<file path="config.mk">
export PLATFORM = sky130hd
export DESIGN_NAME = inst_fetch_queue
export DESIGN_NICKNAME = d
export VERILOG_FILES = /design/src/rtl/inst_fetch_queue.sv
export SDC_FILE = /design/constraint.sdc
export NUM_CORES = 1
export LEC_CHECK = 0
export CAP_MARGIN = 20
export CORE_MARGIN = 3
export CORE_UTILIZATION = 63
export CTS_BUF_LIST = sky130_fd_sc_hd__clkbuf_2 sky130_fd_sc_hd__clkbuf_4 sky130_fd_sc_hd__clkbuf_8
export DETAILED_ROUTE_END_ITERATION = 16
export HOLD_SLACK_MARGIN = 0.1
export PLACE_DENSITY = 0.94
export SLEW_MARGIN = 5
export SYNTH_ARGS = -nofsm -noshare
export SYNTH_HDL_FRONTEND = slang
export SYNTH_SLANG_ARGS = --single-unit
</file>
<file path="constraint.sdc">
create_clock -name clk -period 4.3 [get_ports clk]
set_input_delay 1.075 -clock clk [delete_from_list [all_inputs] [get_ports clk]]
set_output_delay 1.075 -clock clk [all_outputs]
set_load 0.01 [all_outputs]
</file>
<file path="src/rtl/inst_fetch_queue.sv">
// Fetch stage: owns the fetch PC, issues one sequential read per cycle to a 1-cycle
// synchronous instruction memory and buffers returned words with their PC for decode.
module inst_fetch_queue #(
    parameter int                ADDR_W   = 32,
    parameter int                INST_W   = 32,
    parameter int                DEPTH    = 4,
    parameter logic [ADDR_W-1:0] RESET_PC = '0
) (
    input  logic                       clk,
    input  logic                       reset,
    input  logic                       fetch_en,
    output logic                       imem_req,
    output logic [ADDR_W-1:0]          imem_addr,
    input  logic [INST_W-1:0]          imem_rdata,
    input  logic                       redirect_valid,
    input  logic [ADDR_W-1:0]          redirect_pc,
    output logic                       inst_valid,
    input  logic                       inst_ready,
    output logic [INST_W-1:0]          inst_data,
    output logic [ADDR_W-1:0]          inst_pc,
    output logic [$clog2(DEPTH):0]     fifo_count
);

    localparam int PW = $clog2(DEPTH);
    localparam int CW = PW + 1;

    logic [ADDR_W-1:0] fetch_pc_reg;
    logic              inflight_reg;
    logic [ADDR_W-1:0] inflight_pc_reg;
    logic [PW-1:0]     rd_ptr_reg;
    logic [PW-1:0]     wr_ptr_reg;
    logic [CW-1:0]     count_reg;

    logic [INST_W-1:0] entry_data [DEPTH];
    logic [ADDR_W-1:0] entry_pc   [DEPTH];

    logic [CW:0]       occupancy;
    logic              has_credit;
    logic              push;
    logic              pop;

    // A word already in flight owns a FIFO slot, so the unconditional push never overflows.
    assign occupancy  = {1'b0, count_reg} + {{CW{1'b0}}, inflight_reg};
    assign has_credit = occupancy < (CW+1)'(DEPTH);

    // Gating with reset makes the request drop as soon as reset asserts, not at the next edge.
    assign imem_req   = reset & fetch_en & ~redirect_valid & has_credit;
    assign imem_addr  = fetch_pc_reg;

    assign inst_valid = (count_reg != '0) & ~redirect_valid;
    assign push       = inflight_reg & ~redirect_valid;
    assign pop        = inst_valid & inst_ready;

    assign inst_data  = entry_data[rd_ptr_reg];
    assign inst_pc    = entry_pc[rd_ptr_reg];
    assign fifo_count = count_reg;

    genvar gi;
    generate
        for (gi = 0; gi < DEPTH; gi++) begin : g_entry
            logic [INST_W-1:0] data_reg;
            logic [ADDR_W-1:0] pc_reg;
            logic              write_en;

            assign write_en = push & (wr_ptr_reg == PW'(gi));

            always_ff @(posedge clk or negedge reset) begin
                if (!reset) begin
                    data_reg <= '0;
                    pc_reg   <= '0;
                end else if (write_en) begin
                    data_reg <= imem_rdata;
                    pc_reg   <= inflight_pc_reg;
                end
            end

            assign entry_data[gi] = data_reg;
            assign entry_pc[gi]   = pc_reg;
        end
    endgenerate

    always_ff @(posedge clk or negedge reset) begin
        if (!reset) begin
            fetch_pc_reg    <= RESET_PC;
            inflight_reg    <= 1'b0;
            inflight_pc_reg <= '0;
            rd_ptr_reg      <= '0;
            wr_ptr_reg      <= '0;
            count_reg       <= '0;
        end else if (redirect_valid) begin
            // Redirect wins over issue and pop; the word returning this cycle is dropped.
            fetch_pc_reg <= redirect_pc;
            inflight_reg <= 1'b0;
            rd_ptr_reg   <= '0;
            wr_ptr_reg   <= '0;
            count_reg    <= '0;
        end else begin
            inflight_reg <= imem_req;
            if (imem_req) begin
                fetch_pc_reg    <= fetch_pc_reg + ADDR_W'(4);
                inflight_pc_reg <= fetch_pc_reg;
            end
            if (push) begin
                wr_ptr_reg <= wr_ptr_reg + PW'(1);
            end
            if (pop) begin
                rd_ptr_reg <= rd_ptr_reg + PW'(1);
            end
            case ({push, pop})
                2'b10:   count_reg <= count_reg + CW'(1);
                2'b01:   count_reg <= count_reg - CW'(1);
                default: count_reg <= count_reg;
            endcase
        end
    end

endmodule
</file>
# Yosys cells after proc, flatten, opt, wreduce, memory -nomap -nowiden
# Cells that the tools add are included.
# W data, S select, Z words.
[totals]
inputBits = 69
ff_bits = 328
wordCells = 61
[op_classes]
n_eq_ne = 5
addsub = 6
reduce_logical = 7
muxes = 15
order_cmp = 2
n_bitwise = 12
[ops]
columns = ["op", "count"]
rows = [
  ["$mux W32", 6],
  ["$bmux W32 S2", 2],
  ["$add A32 B3 Y32 const B", 1],
  ["$and A1 B1 Y1", 10],
  ["$mux W2", 4],
  ["$eq A2 B2 Y1 const B", 3],
  ["$pmux W3 S2", 1],
  ["$reduce_bool A2 Y1", 3],
  ["$reduce_bool A3 Y1", 2],
  ["$add A2 B1 Y2 const B", 2],
  ["$add A3 B1 Y4", 1],
  ["$eq A2 B1 Y1 const B", 2],
  ["$lt A4 B3 Y1 const B", 1],
  ["$add A3 B1 Y3 const B", 1],
  ["$ge A3 B3 Y1 const B", 1],
  ["$mux W3", 1],
  ["$not A2 Y3", 1],
  ["$sub A3 B1 Y3 const B", 1],
  ["$logic_not A2 Y1", 1],
  ["$reduce_and A2 Y1", 1],
  ["$mux W1", 1],
  ["$not A1 Y1", 1],
]

# Logic depth before layout (Yosys ltp)
[logic_depth]
word_depth = 6
mapped_depth = 9
mapped_depth_nobuf = 7

# Worst setup path after synthesis
# Ideal clock, no wire load.
[synth_path]
path_type = "input port to output port"
startpoint = "input redirect_valid"
endpoint = "output imem_req"
arrival_time_ns = 2.131
stages = 5
path_slack_ns = 1.094
path_cell_list = "or4_4 inv_2 buf_6 buf_4 buf_4"
[synth_between]
elab_chain_cells = 3
[synth_lines]
columns = ["element", "line_no", "text"]
rows = [
  ["start: declaration", "15", "input logic redirect_valid,"],
  ["$not A1 Y1 (no line)", "--", ""],
  ["$and A1 B1 Y1 (2 in series)", "47", "assign imem_req = reset & fetch_en & ~redirect_valid & has_credit;"],
  ["end: declaration", "12", "output logic imem_req,"],
]
# No other way between the ends.

# Worst setup path in the final report
[layout_path]
startpoint = "register rd_ptr_reg[0]"
endpoint = "output inst_pc[15]"
[layout_between]
elab_chain_cells = 4
[layout_lines]
columns = ["element", "line_no", "text"]
rows = [
  ["start: declaration", "30", "logic [PW-1:0] rd_ptr_reg;"],
  ["start signal: assignment", "107", "rd_ptr_reg <= rd_ptr_reg + PW'(1);"],
  ["$not A2 Y3 (implied by the code)", "55", "assign inst_pc = entry_pc[rd_ptr_reg];"],
  ["$bmux W32 S2", "55", ""],
  ["$mux W32 (implied by the code) (2 in series)", "55", ""],
  ["end: declaration", "20", "output logic [ADDR_W-1:0] inst_pc,"],
]
# No other way between the ends. The select of a mux whose other input is x is not followed.

==> impl_metrics.ini <==
[status]
outcome = finished, final reports clean

[synth]
synth.distinct_cells = 50
yosysTopAreaCell = dfrtp_1
synth_simple_gate_area_share_pct = 7.584
ys.flop_type = dfrtp_1
synth-warning-count = 0
synth_area_per_cell_um2 = 14.15
synth_area_mm2 = 0.01455
synth.area.top_cells = dfrtp_1 56%, mux2_2 20%, mux4_2 9.9%
synth-xor-area-share_pct = 0.3612
yosysTopAreaCellShare_pct = 56.41
synth_edf_count = 0
synthesis.nets = 1103
synthMuxAreaShare_pct = 30.22
ys_seq_area_share_pct = 56.41
ys_seq_elements = 328
synth_top_family_by_area = multiplexers
synth_cells = 1028
synthAdderAreaFrac_pct = 0.5675
synthArstFlopShare_pct = 100.0
synth-compound-area-share_pct = 2.571

[global_routing]
grt_pass1_vias = 10248
overflow = 0
antenna_found_initial = 1
grt_max_degree = 200
grtUsageTotal_pct = 27.63
grt_first_pass_wirelength_um = 54320

[layout]
drive_gt1_share_pct = 35.52
layout_commonest_cell = dfrtp_1
syn_to_final_growth_pct = 20.49
layout_common_cells = 326 x dfrtp_1, 258 x mux2_2, 167 x clkdlybuf4s50_1
fin_nets = 1278
antenna_cells = 0

[detailed_routing]
first_pass_iters = 6
vias_per_cell = 6.323
routed_wl_um = 33840
first_iter_violations = 736
drc_errors = 0
ant_nets = 0
vias = 9586
wl_per_cell_um = 22.32

[timing]
finalSetupViolCount = 0
period_share_pct = 90.15
finalWorstSetupSlack_ns = 0.4233
min_period_ns = 3.877
drv_slew = 0
hold_viol_final = 0
skew_ns = 0.03652
setup_tns_ns = 0
fmax_mhz = 258.0
max_slew_margin_pct = 32.04
worst_slew_pin_slew_ns = 1.019
rsz0062_at_grt = false

[placement]
gp_congestion = 0.9075
port_buffers = 169
hpwl_um = 20640
place_ws_ns = 0.4445

[clock_network]
cts_hold_buf = 0
clk_pin_slew_ns = 0.06
cts_root_buffer = clkbuf_8
cts_max_level = 2
cts.repair.resized = 0
ctsLongestPathBuffers = 3
post_cts_buffers = 0
cts_made_buffers = 51
cts_tree = done
numClockSinks = 328
clk_latency_ns = 0.57

[power_and_ir_drop]
seq_power_share_pct = 43.3
ir_worst_vdd_mv = 0.3501
intPower_uw = 6863
power_density_mw_per_mm2 = 552.2
comb_power_share_pct = 29.3
switching_power_uw = 2817
power_leakage_uw = 0.008231
clkPwrFrac_pct = 27.4
switching_share_pct = 29.10

[worst_setup_path]
r2r_cells = 8
end_kind = output port
critical_path_class = reg2out
cp.depth = 3
critical-path-max-stage-delay_ns = 0.81
crit_chain = buf_12 -> mux4_2 -> clkdlybuf4s50_1
crit_buf_inv = 2
start_kind = register
required_ns = 3.22
arrival_ns = 2.80
critPathTopFamily = buffers and inverters
cp_max_fo = 26
r2r_slack_ns = 1.57
slowest_stage = dfrtp_4

[hold_path]
whs_path_depth = 1
hold_path.class = reg2reg

[die]
die_x_um = 158.0
coreArea_mm2 = 0.02223
ios = 170
num_rows = 54
initial_core_util_pct = 65.46
dieArea_mm2 = 0.02495
fp.dieH_um = 158.0

[job]
maxCapViolCount = 0
-- metal layers --
| layer | global-route usage, % | up-vias | part of all wire, % |
|---|---|---|---|
| met2 | 45.94 | 475 | 50 |
| met4 | 8.357 | 2 | 2.5 |
| li1 | - | 4109 | - |
| met5 | 0 | - | 0.059 |
| met3 | 5.823 | 98 | 8.4 |
| met1 | 37.35 | 4902 | 39 |
-- kinds of logic (layout without fill, tap and decap cells) --
group,count (synthesis),after routing
compound gates,55,55
xor+xnor,6,6
fa+ha+maj,6,6
buf+inv,69,277
flops,328,328
mux,327,327
simple gates,237,237
-- area by class of cell --
cell class / count / area (µm²)
clock buffers: 80 / 1001
clock inverters: 6 / 47.55
fillers: 1189 / 4697
inverters: 7 / 26.28
multi-input cells: 631 / 6040
flip-flops and latches: 328 / 8213
well taps: 280 / 350.3
repair buffers: 184 / 1854
-- synth_stat cells, drive strengths merged, types with 3 or more instances --
cell type    n
dfrtp      328
mux2       258
nand2      133
mux4        64
buf         46
nor2        26
nand3       23
o21ai       22
clkbuf      16
nand4       14
a221o        8
nor3         8
inv          7
nor4         7
a31oi        6
nand2b       6
and3         5
ha           5
mux2i        5
o211ai       5
a22oi        4
nor2b        4
xnor2        4
nand3b       3
o311ai       3
-- final timing paths --
path | from | end
setup / recovery | rd_ptr_reg[0] | inst_pc[15]
hold / removal | g_entry[2].data_reg[18] | g_entry[2].data_reg[18]
setup reg to reg | inflight_reg | imem_addr[27]
hold reg to reg | g_entry[2].data_reg[18] | g_entry[2].data_reg[18]
max in group asynchronous | reset | imem_addr[3]
min in group asynchronous | reset | g_entry[1].data_reg[23]
-- per-stage QoR --
step / power [µW] / utilization [%] / cells / hold slack (ns) / area, µm²
after floorplan: 5629 / - / 1028 / 0.4739 / 14550
final: 9680 / 78.87 / 1516 / 0.4982 / 17530
after global placement: 6936 / 74.12 / 1429 / 0.4793 / 16480
after global routing: 10150 / 78.87 / 1516 / 0.5072 / 17530
after detailed placement: 7062 / 74.12 / 1429 / 0.4868 / 16480
after CTS: 9751 / 78.84 / 1515 / 0.4993 / 17520
-- power by group through the flow --
| stage | clock network [µW] | registers, µW | logic, µW |
|---|---|---|---|
| floorplan | 0 | 3990 | 1640 |
| global placement | 0 | 4180 | 2760 |
| detailed placement | 0 | 4230 | 2830 |
| CTS | 2690 | 4190 | 2870 |
| global route | 2850 | 4270 | 3030 |
| finish | 2650 | 4190 | 2840 |
Note: power is estimated with default switching activity, not from simulation.
